<file path="config.mk">
export PLATFORM = sky130hd
export DESIGN_NAME = robot_wf_ctrl
export DESIGN_NICKNAME = d
export VERILOG_FILES = /design/src/rtl/robot_wf_ctrl.sv
export SDC_FILE = /design/constraint.sdc
export NUM_CORES = 1
export LEC_CHECK = 0
export CORE_ASPECT_RATIO = 0.75
export CORE_UTILIZATION = 47
export DETAILED_ROUTE_END_ITERATION = 8
export HOLD_SLACK_MARGIN = 0.08
export PLACE_DENSITY = 0.76
export SLEW_MARGIN = 30
export SYNTH_ARGS = -nofsm -noshare
export SYNTH_HDL_FRONTEND = slang
export SYNTH_SLANG_ARGS = --single-unit
</file>
<file path="constraint.sdc">
create_clock -name clock -period 1.6 [get_ports clock]
set_input_delay 0.24 -clock clock [delete_from_list [all_inputs] [get_ports clock]]
set_output_delay 0.24 -clock clock [all_outputs]
set_load 0.01 [all_outputs]
</file>
<file path="src/rtl/robot_wf_ctrl.sv">
// Wall-following pipe-cleaning robot controller: selectable hand, timed trash removal, move budget.
// Optional stuck detection is built when ROBOT_STUCK_DETECT_EN is defined.
module robot_wf_ctrl #(
  parameter int REMOVE_CYCLES = 3,
  parameter int MOVE_LIMIT    = 0,
  parameter int STUCK_TURNS   = 4,
  parameter int TRASH_W       = 8
) (
  input  logic               clock,
  input  logic               reset,
  input  logic               hand,
  input  logic               head,
  input  logic               side,
  input  logic               under,
  input  logic               barrier,
  output logic               front,
  output logic               turn,
  output logic               turn_dir,
  output logic               remove,
  output logic               done,
  output logic               stuck,
  output logic [TRASH_W-1:0] trash_count
);

  localparam int RW = $clog2(REMOVE_CYCLES + 1);
  localparam int MW = (MOVE_LIMIT > 0) ? $clog2(MOVE_LIMIT + 1) : 1;

  typedef enum logic [1:0] {SEARCH, FOLLOW, REMOVE, STOP} state_t;

  state_t             state_q, state_d;
  logic               ret_q, ret_d;          // 1: REMOVE returns to FOLLOW
  logic               hand_q;
  logic               turned_q, turned_d;
  logic [RW-1:0]      rem_cnt_q, rem_cnt_d;
  logic [MW-1:0]      move_cnt_q, move_cnt_d;
  logic               front_q, front_d, turn_q, turn_d, turn_dir_q, turn_dir_d;
  logic               remove_q, remove_d, done_q, done_d, stuck_q, stuck_d;
  logic [TRASH_W-1:0] trash_q, trash_d;

  state_t             eval_st;
  logic               eval_en, want_front, want_turn, want_dir;

  logic unused_under;
  assign unused_under = under;

`ifdef ROBOT_STUCK_DETECT_EN
  localparam int TW = $clog2(STUCK_TURNS + 1);
  logic [TW-1:0] tcnt_q, tcnt_d, tcnt_base;
`else
  logic unused_stuck_param;
  assign unused_stuck_param = (STUCK_TURNS == 0);
`endif

  always_comb begin
    state_d    = state_q;
    ret_d      = ret_q;
    turned_d   = turned_q;
    rem_cnt_d  = rem_cnt_q;
    move_cnt_d = move_cnt_q;
    front_d    = 1'b0;
    turn_d     = 1'b0;
    turn_dir_d = 1'b0;
    remove_d   = 1'b0;
    done_d     = done_q;
    stuck_d    = stuck_q;
    trash_d    = trash_q;
    eval_en    = 1'b0;
    eval_st    = state_q;
    want_front = 1'b0;
    want_turn  = 1'b0;
    want_dir   = 1'b0;
`ifdef ROBOT_STUCK_DETECT_EN
    tcnt_base  = tcnt_q;
`endif

    case (state_q)
      SEARCH, FOLLOW: eval_en = 1'b1;
      REMOVE: begin
        if (rem_cnt_q == RW'(REMOVE_CYCLES)) begin
          // Removal finished: account for it and decide the next action on this same edge.
          if (trash_q != '1) trash_d = trash_q + TRASH_W'(1);
`ifdef ROBOT_STUCK_DETECT_EN
          tcnt_base = '0;
`endif
          eval_en = 1'b1;
          eval_st = ret_q ? FOLLOW : SEARCH;
          state_d = eval_st;
        end else begin
          remove_d  = 1'b1;
          rem_cnt_d = rem_cnt_q + RW'(1);
        end
      end
      STOP: begin
        if (MOVE_LIMIT != 0 && move_cnt_q == MW'(MOVE_LIMIT)) done_d = 1'b1;
      end
      default: state_d = SEARCH;
    endcase

    if (eval_en) begin
      if (barrier && !head) begin
        state_d   = REMOVE;
        ret_d     = (eval_st == FOLLOW);
        remove_d  = 1'b1;
        rem_cnt_d = RW'(1);
      end else if (eval_st == SEARCH && !side) begin
        if (!head) begin
          want_front = 1'b1;
        end else begin
          want_turn = 1'b1;
          want_dir  = !hand_q;
          turned_d  = 1'b0;
          state_d   = FOLLOW;
        end
      end else begin
        state_d = FOLLOW;
        if (!side && !turned_q) begin
          want_turn = 1'b1;
          want_dir  = hand_q;
          turned_d  = 1'b1;
        end else if (!head) begin
          want_front = 1'b1;
          turned_d   = 1'b0;
        end else begin
          want_turn = 1'b1;
          want_dir  = !hand_q;
          turned_d  = 1'b0;
        end
      end
    end

`ifdef ROBOT_STUCK_DETECT_EN
    tcnt_d = tcnt_base;
`endif
    if (want_front) begin
      front_d    = 1'b1;
      move_cnt_d = move_cnt_q + MW'(1);
`ifdef ROBOT_STUCK_DETECT_EN
      tcnt_d     = '0;
`endif
      if (MOVE_LIMIT != 0 && move_cnt_d == MW'(MOVE_LIMIT)) state_d = STOP;
    end
    if (want_turn) begin
`ifdef ROBOT_STUCK_DETECT_EN
      if (tcnt_base == TW'(STUCK_TURNS)) begin
        state_d = STOP;
        stuck_d = 1'b1;
      end else begin
        turn_d     = 1'b1;
        turn_dir_d = want_dir;
        tcnt_d     = tcnt_base + TW'(1);
      end
`else
      turn_d     = 1'b1;
      turn_dir_d = want_dir;
`endif
    end
  end

  always_ff @(posedge clock) begin
    if (reset) begin
      state_q    <= SEARCH;
      ret_q      <= 1'b0;
      hand_q     <= hand;
      turned_q   <= 1'b0;
      rem_cnt_q  <= '0;
      move_cnt_q <= '0;
      front_q    <= 1'b0;
      turn_q     <= 1'b0;
      turn_dir_q <= 1'b0;
      remove_q   <= 1'b0;
      done_q     <= 1'b0;
      stuck_q    <= 1'b0;
      trash_q    <= '0;
`ifdef ROBOT_STUCK_DETECT_EN
      tcnt_q     <= '0;
`endif
    end else begin
      state_q    <= state_d;
      ret_q      <= ret_d;
      turned_q   <= turned_d;
      rem_cnt_q  <= rem_cnt_d;
      move_cnt_q <= move_cnt_d;
      front_q    <= front_d;
      turn_q     <= turn_d;
      turn_dir_q <= turn_dir_d;
      remove_q   <= remove_d;
      done_q     <= done_d;
      stuck_q    <= stuck_d;
      trash_q    <= trash_d;
`ifdef ROBOT_STUCK_DETECT_EN
      tcnt_q     <= tcnt_d;
`endif
    end
  end

  assign front       = front_q;
  assign turn        = turn_q;
  assign turn_dir    = turn_dir_q;
  assign remove      = remove_q;
  assign done        = done_q;
  assign stuck       = stuck_q;
  assign trash_count = trash_q;

endmodule

</file>
==> results of run 1 <==
[power breakdown]
part | internal, W | total, W | switching [W]
Combinational | 0.0000636 | 0.000117 | 0.0000530
Sequential | 0.000496 | 0.000509 | 0.0000127
Clock | 0.0000930 | 0.000236 | 0.000143
Total | 0.000653 | 0.000862 | 0.000209
[cells in the final DEF (no fill, tap or decap), types with 4 or more instances in the layout]
| cell type | synthesis | layout |
|---|---|---|
| dfxtp_1 | 18 | 16 |
| clkdlybuf4s50_1 | 0 | 15 |
| buf_4 | 2 | 11 |
| nor2_1 | 10 | 10 |
| a21oi_1 | 7 | 7 |
| o21ai_0 | 5 | 5 |
| nor3_1 | 4 | 4 |
| nand2_1 | 4 | 4 |
[logic make-up after synthesis]
group / Yosys count / synth area share (%)
simple gates: 39 / 25.0
compound gates: 24 / 18.5
flops: 19 / 44.8
buf+inv: 8 / 4.31
xor+xnor: 3 / 3.02
mux: 2 / 2.44
fa+ha+maj: 1 / 1.44
other cells: 1 / 0.431
[per-layer routing]
layer / up-vias / share of wire (%)
li1: 405 / -
met1: 360 / 53
met2: 16 / 42
met3: 2 / 4.9
met4: 0 / 0.75
met5: - / 0
[timing repair]
| item | in CTS | in global routing |
|---|---|---|
| setup endpoints to repair | 1 | 6 |
| gates resized for setup | 1 | 5 |
| hold buffers | 0 | 0 |
[Yosys cell counts (3+ instances only)]
cell	n	area share, %
nor2_1	10	4.3
o21ai_0	5	2.9
nand2_1	4	1.7
inv_1	3	1.3
a21oi_1	7	4.0
nor3_1	4	2.3
nand3_1	3	1.7
nand2b_1	3	2.2
dfxtp_1	18	41
[registers in the layout, indices dropped and copies added (netlist names)]
signal and cells:
front 1, hand_q 1, rem_cnt_q 2, remove 1
ret_q 1, state_q 2, trash_count 8, turn 1
turn_dir 1, turned_q 1
[cell type report]
class                           count  area [um^2]  area share, %
Sequential cell                    19          393           33.4
Timing Repair Buffer               28          258           21.9
Clock inverter                      1         5.00          0.425
Clock buffer                        3         22.5           1.91
Multi-Input combinational cell     71          460           39.1
Tap cell                           22         27.5           2.34
Inverter                            3         11.3          0.956
[critical path, stage by stage, from the launching register on]
cell,delay [ns]
dfxtp_1,0.41
and4b_2,0.31
o21ai_4,0.10
buf_4,0.16
or3_1,0.34
a21oi_1,0.14
[per-stage QoR]
step	cell area, um^2	worst slack [ns]
floorplan	875	0.105
global placement	1130	0.0749
detailed placement	1130	0.0326
CTS	1160	0.0212
global route	1180	0.00498
finish	1180	0.0893
[final timing paths]
check                                        startpoint                          end  slack [ns]  depth (start not counted)
worst max-delay path            rem_cnt_q[0]$_SDFF_PP0_  trash_count[4]$_SDFFE_PP0P_        0.09                          5
worst min-delay path              turned_q$_SDFFE_PP0P_        turned_q$_SDFFE_PP0P_        0.50                          2
worst max register to register  rem_cnt_q[0]$_SDFF_PP0_  trash_count[4]$_SDFFE_PP0P_        0.09                          5
worst min register to register    turned_q$_SDFFE_PP0P_        turned_q$_SDFFE_PP0P_        0.50                          2
==> key figures, run 1 <==
STA
  – Final worst path period share: about 94%
  – Final Setup Violations: 0
  – Fin Hold WS: 0.505 ns
  – Final Max Slew Viols: 0
  – RSZ-0062 raised after global routing: false
  – Setup TNS: 0 ns
  – Clock Skew: ~0.012 ns
  – Max Clock Freq: 662 MHz
  – Hold Fails Final Rpt: 0
  – Post-route minimum period: about 1.5 ns

Global route
  – Vias in the first global route: approximately 640
  – Met1 global-route usage: between 20% and 30%
  – Busiest layer in global routing: met2
  – M2 GR Usage: around 29%
  – Total track usage: around a fifth
  – First-pass GRT wire length: between 2000 and 3000 um
  – Initial antenna violation count: 0
  – GRT overflow: 0
  – GR Util met3: 8.14%
  – Maximum number of pins on one net before global-route repair: 13

Route
  – Vias: 783
  – Routed WL per cell: roughly 12 um
  – Routed Wire Length: about 1700 um
  – DR iter-0 viols: 33
  – Antenna Nets Post-Route: 0
  – DRC violations left: 0
  – Via/cell ratio: between 5 and 6
  – Initial DRT Pass Iterations: 3

Clock tree
  – CTS tree: done
  – Clock latency on the worst-skew pair: 0.30 ns
  – Clock Path Buffers: 2
  – Worst-path clk slew: 0.11 ns
  – Clock Root Buffer: clkbuf_4
  – Clock sinks: 19
  – Num CTS Buffers: 3
  – Post-CTS setup buffer count: 0
  – Max H-tree Level: 1

Floorplanning
  – Die Y: ~39 um
  – Starting Density: approximately 50%
  – Core Box Area: around 1700 um^2
  – DIE AREA: 2030 um^2
  – FP Rows: 13
  – Die width: between 50 and 60 um
  – I/O pins: 21

Critical path
  – Setup CP Type: reg -> reg
  – CP arrival: 1.75 ns
  – Setup crit start kind: register
  – Max Fanout on Critical Path: 6
  – CP required: ~1.8 ns
  – CP Capture Type: register

Yosys
  – Top FF cell, synth: dfxtp_1
  – Post-synthesis register bit count: 19
  – Netlist cell types: 40
  – Sequential share of the synthesized area: roughly 45%
  – EDFF count, synth: 1
  – Syn Area/Cell: 8.98 um^2
  – Fraction of registers with async set/reset: 0%
  – Synth Cell Area: between 800 and 900 um^2
  – Cell count after synthesis: 97
  – Synth Warn #: 0

Pwr
  – Cell area power density: roughly 730 nW/um^2
  – Peak supply drop: between 0.5 and 0.6 mV
  – Pwr Total: 0.000862 W
  – LEAKAGE: approximately 0.47 nW

Hold path
  – Path type of the worst min-delay path: reg -> reg

Cells and area
  – Fill cells: 161
  – Post-layout util: between 60 and 70%
  – N_diodes: 0
  – Layout cells sized above 1: between 10% and 20%
  – Area Overhead vs Synth: 35.2%
  – Non-Filler Instances: around 150
  – Final nets: roughly 130

Placed design
  – DP HPWL: 1320 um
  – PortBufs: 17
  – GP Congestion: 0.818
  – Placed Instances: roughly 140

Run
  – Max Cap Violations: 0

Run status
  – Status: finished, final reports clean
Power figures use the tool's default switching activity.
==> run 2: changes to the inputs <==
- SLEW_MARGIN: 30 -> 0
==> results of run 2 <==
Same layout as run 1: the final DEF is identical, and so are final timing and power.
==> RTL edit (settings of run 2) <==
Register the output `trash_count` once more; this adds one clock of latency there. The other outputs are not delayed to match.
--- a/src/rtl/robot_wf_ctrl.sv
+++ b/src/rtl/robot_wf_ctrl.sv
@@ -199,7 +199,9 @@
   assign remove      = remove_q;
   assign done        = done_q;
   assign stuck       = stuck_q;
-  assign trash_count = trash_q;
+  always_ff @(posedge clock) begin
+    trash_count <= trash_q;
+  end
 
 endmodule
 
Formal check against the unedited RTL: not equivalent (a bounded check fails within 10 cycles, from zero or initial values and one cycle with reset high).
==> RTL edit against run 2 <==
The run now ends with design-rule violations left. Maximum frequency is 0.50% lower. Core utilization fell by 2.9 points. Design area increased by 14%. Routed wire length grew 7.1%. Clock power up 20%. Worst setup slack lost 0.0075 ns. Synthesized area up 22%. Final cell count is 5.4% higher. Sequential cell count is 8 higher. Total power grew 30%. Critical path depth is 1 lower. Critical path type unchanged.
==> RTL edit: results <==
[synth]
synthCells = 107
synth_area_leaders = "dfxtp_1, a211oi_1, nor2_1, a21oi_1, edfxtp_1"
synthMuxAreaShare_pct = 0.939
synth_compound_area_share_pct = 15.0
synth_xor_area_share_pct = 1.64
synth_fa_ha_area_share_pct = 1.17
synth_cell_types = 41

[placement]
placedInstanceArea_um2 = 1300
gp_congestion = 0.841
placedCellCount = 151

[global_routing]
grt_pass1_vias = 769
track_usage_pct = 18.0
grt_pass1_wl_mm = 3.27

[clock_tree]
worstSkewPairLatency_ns = 0.32

[layout]
num-nets-final = 140
fillCellCount = 175
layout-drive-gt1-share_pct = 16.0

[power_and_ir_drop]
peakVddDrop_mv = 0.579
p_leak_nw = 0.479

[route]
drc_errors = 3
vias_per_cell = 5.33

[timing]
skew_ns = 0.00501
period_needed_ns = 1.52

[floorplan]
num_rows = 14

[status]
outcome = "complete, but fails checks"
violations = "design-rule violations"
## RTL edit: changes by cell type after synthesis, sizes merged, moves of 2 or more
cell,delta
dfxtp,+8
a211oi,+4
o21ai,-3
buf,+2
inv,-2
nand2,+2
xor2,-2
## RTL edit: area by class of cell
class	instances	area share [%]
Clock buffer	4	1.96
Inverter	1	0.281
Timing Repair Buffer	27	18.3
Tap cell	24	2.25
Multi-Input combinational cell	72	35.6
Sequential cell	27	41.5
## RTL edit: logic make-up after synthesis
logic type / count (synthesis)
AOI/OAI and AO/OA: 24
xor gates and xnor gates: 2
adders and majority gates: 1
buffers and inverters: 9
DFF: 27
muxes: 1
other: 1
and+or+nand+nor: 42
## RTL edit: report_power, final
| part | switching, mW | internal [mW] |
|---|---|---|
| clock | 0.186 | 0.0977 |
| combinational | 0.0573 | 0.0694 |
| sequential | 0.0125 | 0.696 |
## RTL edit: per-layer routing
layer	track usage (%)	wire, um
met1	23.6	972
met2	27.1	800
met5	0	0
met3	6.40	60
met4	7.32	32
## RTL edit: what timing repair did
| action | CTS | global route |
|---|---|---|
| gates resized for setup | 0 | 6 |
| setup endpoints to repair | 0 | 7 |
| endpoints found under the hold margin | 0 | 0 |
## RTL edit: final timing paths
check | from | endpoint | depth (start not counted)
hold reg to reg | trash_q[6]$_SDFFE_PP0P_ | trash_count[6]$_DFF_P_ | 0
setup reg to reg | state_q[0]$_SDFF_PP0_ | trash_q[7]$_SDFFE_PP0P_ | 4
setup / recovery | state_q[0]$_SDFF_PP0_ | trash_q[7]$_SDFFE_PP0P_ | 4
hold / removal | trash_q[6]$_SDFFE_PP0P_ | trash_count[6]$_DFF_P_ | 0
## RTL edit: critical path: stages, from the launching register on
cell and delay, ns:
dfxtp_1 0.35, and4b_2 0.33, nand4_4 0.14, or4_1 0.49
a21oi_1 0.14
